File: src/rtl/des_key_schedule.sv
// DES round-key generator: rotates C/D from one stored K+ and applies PC-2,
// yielding K1..K16 (encrypt) or K16..K1 (decrypt). Optional DES_KS_BACKPRESSURE_EN adds subkey_ready.
module des_key_schedule (
  input  logic        clk,
  input  logic        rst_n,
  input  logic        start,
  input  logic        decrypt,
  input  logic [0:55] kplus,
`ifdef DES_KS_BACKPRESSURE_EN
  input  logic        subkey_ready,
`endif
  output logic [0:47] subkey,
  output logic        subkey_valid,
  output logic [3:0]  round,
  output logic        busy,
  output logic        done
);

  typedef enum logic {IDLE, RUN} state_t;

  state_t      state_q, state_d;
  logic [27:0] c_q, c_d;
  logic [27:0] d_q, d_d;
  logic [3:0]  round_q, round_d;
  logic        dec_q, dec_d;
  logic        done_q, done_d;
  logic        ready;
  logic [55:0] kp;
  logic [55:0] cd;
  logic [47:0] sk;

  // PC-2 selection table, FIPS 1-based positions into C||D
  localparam int PC2 [48] = '{
    14, 17, 11, 24,  1,  5,  3, 28, 15,  6, 21, 10,
    23, 19, 12,  4, 26,  8, 16,  7, 27, 20, 13,  2,
    41, 52, 31, 37, 47, 55, 30, 40, 51, 45, 33, 48,
    44, 49, 39, 56, 34, 53, 46, 42, 50, 36, 29, 32
  };

`ifdef DES_KS_BACKPRESSURE_EN
  assign ready = subkey_ready;
`else
  assign ready = 1'b1;
`endif

  function automatic logic [1:0] shift_of(input logic [4:0] n);
    return (n == 5'd1 || n == 5'd2 || n == 5'd9 || n == 5'd16) ? 2'd1 : 2'd2;
  endfunction

  function automatic logic [27:0] rotl(input logic [27:0] v, input logic [1:0] s);
    return (s == 2'd1) ? {v[26:0], v[27]} : {v[25:0], v[27:26]};
  endfunction

  function automatic logic [27:0] rotr(input logic [27:0] v, input logic [1:0] s);
    return (s == 2'd1) ? {v[0], v[27:1]} : {v[1:0], v[27:2]};
  endfunction

  // Packed [55:0] keeps FIPS bit 1 in the MSB
  assign kp = kplus;

  always_comb begin
    state_d = state_q;
    c_d     = c_q;
    d_d     = d_q;
    round_d = round_q;
    dec_d   = dec_q;
    done_d  = 1'b0;
    case (state_q)
      IDLE: begin
        if (start) begin
          state_d = RUN;
          dec_d   = decrypt;
          round_d = 4'd0;
          // Decrypt starts at K16, whose C/D equal C0/D0 (total rotation 28)
          if (decrypt) begin
            c_d = kp[55:28];
            d_d = kp[27:0];
          end else begin
            c_d = rotl(kp[55:28], 2'd1);
            d_d = rotl(kp[27:0], 2'd1);
          end
        end
      end
      RUN: begin
        if (ready) begin
          if (round_q == 4'd15) begin
            state_d = IDLE;
            round_d = 4'd0;
            done_d  = 1'b1;
          end else begin
            round_d = round_q + 4'd1;
            if (dec_q) begin
              c_d = rotr(c_q, shift_of(5'd16 - {1'b0, round_q}));
              d_d = rotr(d_q, shift_of(5'd16 - {1'b0, round_q}));
            end else begin
              c_d = rotl(c_q, shift_of({1'b0, round_q} + 5'd2));
              d_d = rotl(d_q, shift_of({1'b0, round_q} + 5'd2));
            end
          end
        end
      end
      default: state_d = IDLE;
    endcase
  end

  always_ff @(posedge clk or negedge rst_n) begin
    if (!rst_n) begin
      state_q <= IDLE;
      c_q     <= '0;
      d_q     <= '0;
      round_q <= '0;
      dec_q   <= 1'b0;
      done_q  <= 1'b0;
    end else begin
      state_q <= state_d;
      c_q     <= c_d;
      d_q     <= d_d;
      round_q <= round_d;
      dec_q   <= dec_d;
      done_q  <= done_d;
    end
  end

  assign cd = {c_q, d_q};

  for (genvar gi = 0; gi < 48; gi++) begin : g_pc2
    assign sk[47-gi] = cd[56-PC2[gi]];
  end

  assign subkey       = sk;
  assign busy         = (state_q == RUN);
  assign subkey_valid = (state_q == RUN);
  assign round        = round_q;
  assign done         = done_q;

endmodule

File: config.mk
export PLATFORM = sky130hd
export DESIGN_NAME = des_key_schedule
export DESIGN_NICKNAME = d
export VERILOG_FILES = /design/src/rtl/des_key_schedule.sv
export SDC_FILE = /design/constraint.sdc
export NUM_CORES = 1
export LEC_CHECK = 0
export BUFFER_PORTS_ARGS = -buffer_cell sky130_fd_sc_hd__buf_4
export CAP_MARGIN = 20
export CORE_ASPECT_RATIO = 0.9
export CORE_MARGIN = 1
export CORE_UTILIZATION = 63
export CTS_BUF_LIST = sky130_fd_sc_hd__clkbuf_4
export CTS_CLUSTER_SIZE = 40
export DETAILED_ROUTE_END_ITERATION = 8
export GPL_ROUTABILITY_DRIVEN = 0
export PLACE_DENSITY = 0.91
export SKIP_LAST_GASP = 1
export SLEW_MARGIN = 20
export SYNTH_ARGS = -nofsm -noshare
export SYNTH_HDL_FRONTEND = slang
export SYNTH_SLANG_ARGS = --single-unit
File: constraint.sdc
create_clock -name clk -period 5.38 [get_ports clk]
set_clock_uncertainty 0.1 [all_clocks]
set_input_delay 1.345 -clock clk [delete_from_list [all_inputs] [get_ports clk]]
set_output_delay 1.345 -clock clk [all_outputs]
set_load 0.01 [all_outputs]
Yosys cells after proc, flatten, opt, wreduce, memory -nomap -nowiden
Index checks and enable logic that the tools add are counted.
Storage, ports and cells
  word-level logic and storage cells: 55
  output and inout port bits: 55
  register bits: 63
  input bits: 60
Operators by class
  eq/ne operators: 13
  bitwise logic cells: 1
  multiplexer cells: 24
  reductions and logical operators: 8
  add/subtract/negate cells: 3
Operators with widths (count)
  $mux 28: 12
  $pmux 28 s2: 2
  $eq 5x1->1 const B: 2
  $eq 5x2->1 const B: 2
  $eq 5x4->1 const B: 2
  $eq 5x5->1 const B: 2
  $mux 4: 2
  $pmux 4 s2: 1
  $logic_or 1x1->1: 6
  $add 4x2->5 const B: 1
  $sub 5x4->5 const A: 1
  $add 4x1->4 const B: 1
  $eq 2x1->1 const B: 2
  $eq 4x4->1 const B: 1
  $mux 1: 4
  $mux 2: 2
  $ne 2x2->1 const B: 2
  $reduce_and 2->1: 2
  $pmux 1 s2: 1
  $not 1->1: 1

Longest topological paths before layout
Gate-level depths: netlist (run 1).
  depth in word-level cells: 11
  depth in mapped cells: 9
  mapped depth without buffers: 7

Least setup slack after synthesis (run 1)
No wires, ideal clock.
  path type: input to register
  start: input port decrypt
  end: register c_q[0]
  stages on the path: 5
  path buffers: 3
  slack: 2.619 ns
  setup time: 0.094 ns
  arrival time: 2.567 ns
  cell sequence: clkbuf_1 clkbuf_1 clkbuf_1 a211oi_1 a221oi_2
On the way
  cells in the longest elaborated chain, start to end: 3
Ends and longest elaborated chain
  from (decl): RTL line 7  | input logic decrypt,
  $mux 28: RTL line 75  | if (decrypt) begin
  $mux 28: RTL line 70  | if (start) begin
  $pmux 28 s2: RTL line 68  | case (state_q)
  to (signal assigned): RTL line 109  | c_q <= '0;
  to (signal assigned): RTL line 116  | c_q <= c_d;
  to (decl): RTL line 22  | logic [27:0] c_q, c_d;
Every way passes these cells. The select of a mux whose other input is x is not followed.
A chain may end at the register's enable or synchronous reset.

Worst setup path in the final report (run 1)
  start: register round_q[1], in the netlist round[1]
  end: register c_q[25]
On the way
  cells in the longest elaborated chain, start to end: 11
  elaborated cells on any way between the ends: 28
Ends and longest elaborated chain
  from (decl): RTL line 24  | logic [3:0] round_q, round_d;
  from (signal assigned): RTL line 118  | round_q <= round_d;
  $sub 5x4->5 / $add 4x2->5 (equally long branches): RTL line 93, 96
  $eq 5x1->1 / $eq 5x2->1 (equally long branches): RTL line 47  | return (n == 5'd1 || n == 5'd2 || n == 5'd9 || n == 5'd16) ? 2'd1 : 2'd2;
  $logic_or 1x1->1 (3 in a row): RTL line 47
  $mux 2: RTL line 47
  $eq 2x1->1, on equally long branches: RTL line 55, 51
  $mux 28, on equally long branches: RTL line 55, 51
  $mux 28: RTL line 92  | if (dec_q) begin
  $mux 28: RTL line 86  | if (round_q == 4'd15) begin
  $pmux 28 s2: RTL line 68
Several ways; a longest one is shown, not always the timed one. The select of a mux whose other input is x is not followed.

==> impl_metrics.json, run 1 <==
{
  "num_antenna_cells": 0,
  "synth.distinct_cells": 30,
  "global_route_usage_over_all_layers": 0.298,
  "post_cts_resized": 0,
  "via_count": 5162,
  "wire_per_inst_um": 18.4,
  "syn-cell-area_mm2": 0.00620,
  "viasPerCell": 6.33,
  "yosys_most_used_dff": "dfrtp_1",
  "tightest_slew_ps": 1080,
  "area_growth_pct": 9.20,
  "yosysTopAreaCell": "dfrtp_1",
  "post_cts_hold_buffer_count": 0,
  "synth_top_area_frac": 0.254,
  "post-route-drc-count": 0,
  "synth_enable_flop_cells": 0,
  "critPathMaxFanout": 21,
  "grt_antenna_before_repair": 0,
  "total_nets_final": 755,
  "cap_violations": 0,
  "post-route-period-util": 0.556,
  "initial_core_util": 0.665,
  "synth.avg_cell_area_um2": 9.28,
  "worstSetupPathType": "reg2reg",
  "cts_buffers": 9,
  "cp_max_delay_cell": "dfrtp_1",
  "fraction_of_registers_with_async_set_or_reset_after_synthesis": 1.00,
  "hpwlAfterDp_um": 9660,
  "fp-row-count": 33,
  "wp_data_required_ps": 5540,
  "via_count_of_the_first_global_routing_pass": 4895,
  "yosys_warnings": 0,
  "worst-path-buf-inv": 3,
  "gr-total-overflow": 0,
  "grt_pass1_wl_um": 24500,
  "ctsRootBufferMaster": "clkbuf_4",
  "critical_path.startpoint_type": "register",
  "max-vdd-ir-drop_v": 0.000715,
  "yosys_register_bits": 63,
  "grt_setup_unrepaired": "false",
  "min-delay-path-class": "reg2reg",
  "grt_start_max_net_pins": 114,
  "layout_min_cycle_time_ps": 2990,
  "netlist_instances": 668,
  "cts_tree": "yes",
  "post_synthesis_net_count": 735,
  "final_setup_fails": 0,
  "power.total_w": 0.00470,
  "power.density_cell_area_mw_per_mm2": 694,
  "leakage_nw": 3.32,
  "cp_cell_sequence": "inv_1 -> ha_1 -> or3_1 -> a2bb2oi_4 -> buf_16 -> buf_4 -> mux2i_1 -> a221oi_1",
  "grt_use_met2": 0.478,
  "timing.final.max_slew_violations": 0,
  "arrival_ps": 3150,
  "max-clock-path-buffers": 2,
  "timing_hold_violations_final": 0,
  "floorplan.io_pins": 115,
  "cts.htree.levels": 3,
  "totalWireLength_um": 15000,
  "place.port_buffers": 114,
  "type_of_destination_of_the_critical_path": "register",
  "max_stage_delay_ps": 510,
  "worst_setup_hold_path_clk_slew_ps": 120,
  "globalRouteMet1Util": 0.413,
  "max_freq_ghz": 0.334,
  "clock_sink_total": 63,
  "fp.dieH_um": 96.1,
  "die_outline_width_um": 107,
  "grt.met3_usage": 0.0393,
  "top_usage_layer": "met2",
  "fp.dieArea_mm2": 0.0102,
  "post_synth_main_area_contributors": "dfrtp_1 25%, mux2i_1 18%, nor2b_1 11%",
  "ys_seq_area_frac": 0.254,
  "worstSkewPairLatency_ps": 430,
  "critical_path.top_delay_family": "buffers and inverters",
  "drt_pass1_iterations": 5,
  "drt_iter0_drc": 420,
  "cts.repair_timing.setup_buffer_count": 0,
  "run_status": "finished clean",
  "placeableCoreArea_mm2": 0.00933,
  "max_slew_headroom": 0.281,
  "setup-tns-final_ps": 0,
  "post_route_cells_drive_above_1_share": 0.263,
  "postRouteAntennaNets": 0
}
## layout by cell type, fill, tap and decap left out
cell	n
a211oi_1	56
a21boi_0	2
a21o_1	57
a21oi_1	4
a221oi_1	16
a221oi_2	40
a2bb2oi_4	1
a31o_2	1
a31o_4	1
and3_1	1
and3b_1	1
buf_16	1
buf_4	119
bufinv_16	2
clkbuf_4	11
clkinv_1	2
clkinv_2	1
dfrtp_1	61
dfrtp_2	1
dfrtp_4	1
ha_1	7
inv_1	4
inv_2	1
mux2i_1	113
nand2_1	5
nand2_4	1
nand2b_1	2
nand3_1	1
nor2_1	59
nor2_4	1
nor2b_1	112
o211ai_1	2
o21ai_0	3
o31ai_1	2
or3_1	1
## worst paths after layout
| kind | startpoint | end | slack, ps | cells after the start |
|---|---|---|---|---|
| min in group asynchronous | rst_n | c_q[4]$_DFFE_PN0P_ | 900 | 1 |
| worst min-delay path | d_q[2]$_DFFE_PN0P_ | d_q[2]$_DFFE_PN0P_ | 490 | 2 |
| worst max-delay path | round[1]$_DFFE_PN0P_ | c_q[25]$_DFFE_PN0P_ | 2390 | 8 |
| worst min register to register | d_q[2]$_DFFE_PN0P_ | d_q[2]$_DFFE_PN0P_ | 490 | 2 |
| max in group asynchronous | rst_n | dec_q$_DFFE_PN0P_ | 3610 | 1 |
| worst max register to register | round[1]$_DFFE_PN0P_ | c_q[25]$_DFFE_PN0P_ | 2390 | 8 |
## cell usage after synthesis (2+ instances only)
| library cell | count |
|---|---|
| mux2i_1 | 113 |
| nor2b_1 | 112 |
| dfrtp_1 | 63 |
| nor2_1 | 60 |
| a21o_1 | 57 |
| a211oi_1 | 56 |
| buf_4 | 54 |
| a221oi_2 | 40 |
| clkbuf_1 | 39 |
| a221oi_1 | 16 |
| buf_1 | 8 |
| ha_1 | 7 |
| nand2_1 | 6 |
| buf_2 | 5 |
| a21oi_1 | 4 |
| buf_12 | 4 |
| inv_1 | 4 |
| o21ai_0 | 3 |
| a21boi_0 | 2 |
| a31o_2 | 2 |
| nand2b_1 | 2 |
| o211ai_1 | 2 |
| o31ai_1 | 2 |
## stage by stage
| step | cell area, µm² | std cells | setup WS, ps | util | hold slack [ps] |
|---|---|---|---|---|---|
| 4_1_cts | 6740 | 814 | 1990 | 0.722 | 493 |
| 6_report | 6770 | 815 | 2390 | 0.726 | 489 |
| 2_1_floorplan | 6200 | 668 | 2620 | - | 450 |
| 5_1_grt | 6770 | 815 | 2200 | 0.726 | 514 |
| 3_3_place_gp | 6580 | 798 | 2240 | 0.706 | 471 |
| 3_5_place_dp | 6580 | 798 | 2060 | 0.706 | 479 |
## logic make-up (layout without fill, tap and decap cells)
kind of cell	Yosys count	count (layout)	synth area share
AND/OR/NAND/NOR	184	184	0.159
buffers and inverters	116	141	0.116
adder cells (fa/ha/maj)	7	7	0.0141
multiplexers	113	113	0.182
AO/OA/AOI/OAI	185	185	0.274
flip-flops	63	63	0.254
## worst register-to-register path, cell delays in order (launching register included)
cell and delay (ps):
dfrtp_1 510, inv_1 160, ha_1 260, or3_1 410, a2bb2oi_4 450, buf_16 250, buf_4 310, mux2i_1 280
a221oi_1 110
## power by group
| group | switching, W | internal (W) | total (W) |
|---|---|---|---|
| Clock | 0.000186 | 0.000196 | 0.000382 |
| Sequential | 0.000381 | 0.000745 | 0.00113 |
| Combinational | 0.00159 | 0.00161 | 0.00319 |
## flip-flops by register name (all words and copies together) (netlist names)
signal and count:
d_q 28, busy 1, c_q 28, dec_q 1, round 4, done 1
## routing by layer
layer / share of wire / up-vias / wire length [µm]
met1: 0.46 / 2478 / 6820
met3: 0.053 / 29 / 789
met2: 0.47 / 208 / 7050
li1: - / 2447 / -
met4: 0.021 / 0 / 318
met5: 0 / - / 0
## cell type report
cell class / instances / area [µm²]
repair buffers: 120 / 921
clock buffers: 11 / 82.6
multi-input cells: 489 / 3940
flip-flops and latches: 63 / 1580
well taps: 122 / 153
fillers: 700 / 2560
inverters: 5 / 18.8
clock inverters: 5 / 72.6
No activity file was read; power rests on OpenSTA's default activity.
==> run 2: changes to the inputs <==
--- a/config.mk
+++ b/config.mk
@@ -9,12 +9,12 @@
 export CAP_MARGIN = 20
 export CORE_ASPECT_RATIO = 0.9
 export CORE_MARGIN = 1
-export CORE_UTILIZATION = 63
+export CORE_UTILIZATION = 59
 export CTS_BUF_LIST = sky130_fd_sc_hd__clkbuf_4
 export CTS_CLUSTER_SIZE = 40
 export DETAILED_ROUTE_END_ITERATION = 8
 export GPL_ROUTABILITY_DRIVEN = 0
-export PLACE_DENSITY = 0.91
+export PLACE_DENSITY = 0.86
 export SKIP_LAST_GASP = 1
 export SLEW_MARGIN = 20
 export SYNTH_ARGS = -nofsm -noshare
==> constraint.sdc (replaced) <==
create_clock -name clk -period 3.1 [get_ports clk]
set_clock_uncertainty 0.1 [all_clocks]
set_input_delay 0.775 -clock clk [delete_from_list [all_inputs] [get_ports clk]]
set_output_delay 0.775 -clock clk [all_outputs]
set_load 0.01 [all_outputs]
==> run 2 against run 1 <==
Effect of this change: power grew 72%; sequential share of layout area shrank 0.18 points; worst hold slack lost 140 ps; highest routed layer unchanged.
==> impl_metrics.json, run 2 (same netlist as run 1, synthesis figures left out) <==
{
  "run_status": "finished clean",
  "final_setup_fails": 0,
  "cts_buffers": 9,
  "critPathMaxFanout": 28,
  "place.port_buffers": 114,
  "timing_hold_violations_final": 0,
  "cp_cell_sequence": "inv_1 -> ha_1 -> and3_1 -> o211ai_1 -> a31o_4 -> buf_4 -> mux2i_1 -> a221oi_1",
  "floorplan.io_pins": 115,
  "fp.dieArea_mm2": 0.0109,
  "grt_pass1_wl_um": 23900,
  "area_growth_pct": 10.0,
  "cp_max_delay_cell": "dfrtp_1",
  "placeableCoreArea_mm2": 0.0102,
  "arrival_ps": 2760,
  "timing.final.max_slew_violations": 0,
  "max_slew_headroom": 0.260,
  "fp-row-count": 35,
  "fp.dieH_um": 99.3,
  "layout.cells.most_common": "buf_4",
  "drt_pass1_iterations": 5,
  "via_count_of_the_first_global_routing_pass": 4821,
  "power.density_cell_area_mw_per_mm2": 1180,
  "drt_iter0_drc": 264,
  "initial_core_util": 0.605,
  "grt_start_max_net_pins": 114,
  "post_cts_resized": 0,
  "worstSetupPathType": "reg2reg",
  "post_cts_hold_buffer_count": 0,
  "num_antenna_cells": 0,
  "total_nets_final": 760,
  "max_stage_delay_ps": 510,
  "tightest_slew_ps": 1110,
  "cts_tree": "yes",
  "worstSkewPairLatency_ps": 410,
  "most_used_cells_in_the_layout_excluding_fill_and_tap_cells": "121 x buf_4, 113 x mux2i_1, 112 x nor2b_1",
  "via_count": 5115,
  "max-vdd-ir-drop_v": 0.00118,
  "worst-r2r-setup-slack_ps": 540,
  "finish.instance_area_mm2": 0.00682,
  "cts.htree.levels": 3,
  "postRouteAntennaNets": 0,
  "grt_setup_unrepaired": "false",
  "reg2reg_depth": 8,
  "ctsRootBufferMaster": "clkbuf_4",
  "critical_path.startpoint_type": "register",
  "placed_cell_area_mm2": 0.00669,
  "viasPerCell": 6.19,
  "wire_per_inst_um": 17.5,
  "die_outline_width_um": 110,
  "hpwlAfterDp_um": 9690,
  "post-route-period-util": 0.825,
  "cap_violations": 0,
  "reg2reg_capture_point": "d_q[2]$_DFFE_PN0P_",
  "setup-tns-final_ps": 0,
  "worst_r2r_startpoint": "round[0]$_DFFE_PN0P_",
  "critical_path.top_delay_family": "compound AO/OA/AOI/OAI gates",
  "wp_data_required_ps": 3310,
  "cts.repair_timing.setup_buffer_count": 0,
  "type_of_destination_of_the_critical_path": "register",
  "global_route_usage_over_all_layers": 0.271,
  "max_freq_ghz": 0.391,
  "min-delay-path-class": "in2async",
  "grt_antenna_before_repair": 0,
  "post-route-drc-count": 0,
  "post_route_cells_drive_above_1_share": 0.269,
  "totalWireLength_um": 14400,
  "worst-path-buf-inv": 2,
  "clock_sink_total": 63,
  "worst_setup_hold_path_clk_slew_ps": 130,
  "gr-total-overflow": 0,
  "max-clock-path-buffers": 2,
  "leakage_nw": 3.34,
  "layout_min_cycle_time_ps": 2560
}
-- run 2: metrics by stage --
| stage | total power, W | cells | hold slack, ps | utilization | worst slack, ps |
|---|---|---|---|---|---|
| 2_1_floorplan | 0.00650 | 668 | 379 | - | 823 |
| 3_3_place_gp | 0.00720 | 811 | 469 | 0.653 | 736 |
| 3_5_place_dp | 0.00744 | 811 | 488 | 0.653 | 624 |
| 4_1_cts | 0.00805 | 827 | 375 | 0.666 | 542 |
| 5_1_grt | 0.00865 | 827 | 420 | 0.666 | 373 |
| 6_report | 0.00807 | 827 | 345 | 0.666 | 542 |
-- run 2: area by class of cell --
class                   count  area (µm²)
clock buffers              10        75.1
fillers                   835        3420
inverters                   5        18.8
flip-flops and latches     63        1580
clock inverters             6        61.3
multi-input cells         489        3940
repair buffers            125         988
well taps                 129         161
-- run 2: worst max path at each step --
stage	startpoint	end	depth (start not counted)
final	round[0]$_DFFE_PN0P_	d_q[2]$_DFFE_PN0P_	8
after floorplan	round[0]$_DFFE_PN0P_	c_q[0]$_DFFE_PN0P_	9
after global placement	round[1]$_DFFE_PN0P_	d_q[12]$_DFFE_PN0P_	7
after detailed placement	round[0]$_DFFE_PN0P_	d_q[11]$_DFFE_PN0P_	8
after CTS	round[0]$_DFFE_PN0P_	d_q[2]$_DFFE_PN0P_	8
after global routing	round[0]$_DFFE_PN0P_	c_q[23]$_DFFE_PN0P_	8
-- run 2: where the power goes --
| group | leakage (nW) | internal (W) | switching, W |
|---|---|---|---|
| clock | 0.0661 | 0.000251 | 0.000339 |
| sequential | 0.766 | 0.00129 | 0.000657 |
| combinational | 2.51 | 0.00281 | 0.00272 |
| total | 3.34 | 0.00435 | 0.00372 |
-- run 2: per-layer routing --
layer  up-vias  GRT usage  routed length [µm]
li1       2460          -                   -
met1      2479      0.403                6830
met2       157      0.417                6700
met3        19     0.0328                 742
met4         0     0.0626                 165
met5         -          0                   0
==> run 3: changes to the inputs <==
--- a/config.mk
+++ b/config.mk
@@ -9,12 +9,12 @@
 export CAP_MARGIN = 20
 export CORE_ASPECT_RATIO = 0.9
 export CORE_MARGIN = 1
-export CORE_UTILIZATION = 59
+export CORE_UTILIZATION = 53
 export CTS_BUF_LIST = sky130_fd_sc_hd__clkbuf_4
 export CTS_CLUSTER_SIZE = 40
 export DETAILED_ROUTE_END_ITERATION = 8
 export GPL_ROUTABILITY_DRIVEN = 0
-export PLACE_DENSITY = 0.86
+export PLACE_DENSITY = 0.82
 export SKIP_LAST_GASP = 1
 export SLEW_MARGIN = 20
 export SYNTH_ARGS = -nofsm -noshare
==> constraint.sdc (replaced) <==
create_clock -name clk -period 2.09 [get_ports clk]
set_clock_uncertainty 0.1 [all_clocks]
set_input_delay 0.5225 -clock clk [delete_from_list [all_inputs] [get_ports clk]]
set_output_delay 0.5225 -clock clk [all_outputs]
set_load 0.01 [all_outputs]
==> run 3 against run 2 <==
Effect of this change: the flow now finishes with violations (negative setup slack); critical path type unchanged; highest routed layer unchanged; worst hold slack got worse by 150 ps; clock power increased by 75%; first-iteration DRC count increased by 63%; cell count increased by 7.5%.
==> impl_metrics.json, run 3 (same netlist as run 1, synthesis figures left out) <==
{
  "die_outline_width_um": 116,
  "gr-total-overflow": 0,
  "max_freq_ghz": 0.431,
  "grt_setup_unrepaired": "true",
  "viasPerCell": 6.12,
  "timing.final.max_slew_violations": 0,
  "global_route_usage_over_all_layers": 0.283,
  "run_status": "finished, violations left",
  "layout.cells.most_common": "buf_4",
  "postRouteAntennaNets": 0,
  "worstSetupPathType": "reg2reg",
  "ctsRootBufferMaster": "clkbuf_4",
  "critPathMaxFanout": 14,
  "hpwlAfterDp_um": 10600,
  "power.density_cell_area_mw_per_mm2": 1860,
  "dp_worst_slack_ps": -183,
  "grt_antenna_before_repair": 0,
  "cap_violations": 0,
  "via_count": 5437,
  "placeableCoreArea_mm2": 0.0114,
  "arrival_ps": 2560,
  "area_growth_pct": 23.7,
  "min-delay-path-class": "in2reg",
  "fp.dieH_um": 105,
  "fp-row-count": 37,
  "cts_buffers": 9,
  "timing_hold_violations_final": 0,
  "wire_per_inst_um": 19.8,
  "cts.htree.levels": 3,
  "max_slew_headroom": 0.640,
  "totalWireLength_um": 17600,
  "fillCellCount": 840,
  "via_count_of_the_first_global_routing_pass": 5346,
  "drt_iter0_drc": 429,
  "final_ws_setup_ps": -231,
  "place.detailed.instances": 854,
  "grt_pass1_wl_um": 27100,
  "post_route_cells_drive_above_1_share": 0.360,
  "most_used_cells_in_the_layout_excluding_fill_and_tap_cells": "129 x buf_4, 112 x nor2b_1, 88 x mux2i_1",
  "layout_min_cycle_time_ps": 2320,
  "fp.dieArea_mm2": 0.0121,
  "initial_core_util": 0.542,
  "post-route-drc-count": 0,
  "place.port_buffers": 114,
  "final_setup_fails": 56,
  "total_nets_final": 795,
  "num_antenna_cells": 0,
  "type_of_destination_of_the_critical_path": "register",
  "worst_setup_hold_path_clk_slew_ps": 130,
  "tightest_slew_ps": 540,
  "grt_start_max_net_pins": 59,
  "leakage_nw": 3.58,
  "clock_sink_total": 63,
  "finalNonFillerCells": 889,
  "wp_data_required_ps": 2330,
  "worst_hold_slack_ps": 199,
  "postLayoutCoreUtil": 0.671,
  "cts_tree": "yes",
  "drt_pass1_iterations": 5,
  "max-clock-path-buffers": 2,
  "floorplan.io_pins": 115,
  "max-vdd-ir-drop_v": 0.000692,
  "critical_path.startpoint_type": "register",
  "post-route-period-util": 1.11,
  "worstSkewPairLatency_ps": 440,
  "violated_checks": "negative setup slack"
}
-- run 3: area by class of cell --
cell class | count | area [µm²] | share of cell area
well taps | 156 | 195 | 0.0254
inverters | 5 | 21.3 | 0.00277
multi-input cells | 489 | 4130 | 0.538
repair buffers | 160 | 1580 | 0.206
clock inverters | 7 | 96.3 | 0.0126
flip-flops and latches | 63 | 1580 | 0.206
clock buffers | 9 | 67.6 | 0.00880
-- run 3: final timing paths --
check	slack, ps	to	startpoint	cells past startpoint
worst min register to register	500	d_q[2]$_DFFE_PN0P_	d_q[2]$_DFFE_PN0P_	2
max in group asynchronous	820	d_q[2]$_DFFE_PN0P_	rst_n	3
min in group asynchronous	480	c_q[20]$_DFFE_PN0P_	rst_n	2
worst max register to register	-230	c_q[3]$_DFFE_PN0P_	round[1]$_DFFE_PN0P_	8
worst max-delay path	-230	c_q[3]$_DFFE_PN0P_	round[1]$_DFFE_PN0P_	8
worst min-delay path	200	round[1]$_DFFE_PN0P_	start	2
-- run 3: critical path, cell delays in order (launching register included) --
cell      delay (ps)
dfrtp_2          480
buf_6            140
ha_4             150
and3_4           170
o211ai_1         240
a31o_4           330
buf_12           210
mux2i_1          120
a221oi_2         290
-- run 3: through the flow --
step / total power (W) / TNS (ps) / instance area, µm²
after floorplan: 0.00976 / -13.6 / 6240
after global routing: 0.0151 / -13430 / 7670
after CTS: 0.0134 / -3920 / 7490
after detailed placement: 0.0115 / -5610 / 6970
after global placement: 0.0112 / -204 / 6970
final: 0.0143 / -9660 / 7670
-- run 3: what timing repair did --
action | in CTS | in global routing
gates cloned | 6 | 4
pin swaps | 21 | 6
hold endpoints to repair | 35 | 0
setup buffers | 8 | 0
endpoints found under the setup margin | 56 | 58
hold buffers | 1 | 0
resized for setup | 34 | 19
-- run 3: power breakdown --
| group | switching [W] | leakage, nW | total [W] | internal, W |
|---|---|---|---|---|
| Sequential | 0.000843 | 0.764 | 0.00276 | 0.00192 |
| Clock | 0.000548 | 0.0802 | 0.00103 | 0.000486 |
| Combinational | 0.00501 | 2.74 | 0.0105 | 0.00550 |
-- run 3: metal layers --
layer | up-vias | global-route usage | routed length (µm)
li1 | 2540 | - | -
met1 | 2646 | 0.401 | 7930
met2 | 220 | 0.438 | 8290
met3 | 31 | 0.0429 | 990
met4 | 0 | 0.0943 | 355
met5 | - | 0 | 0
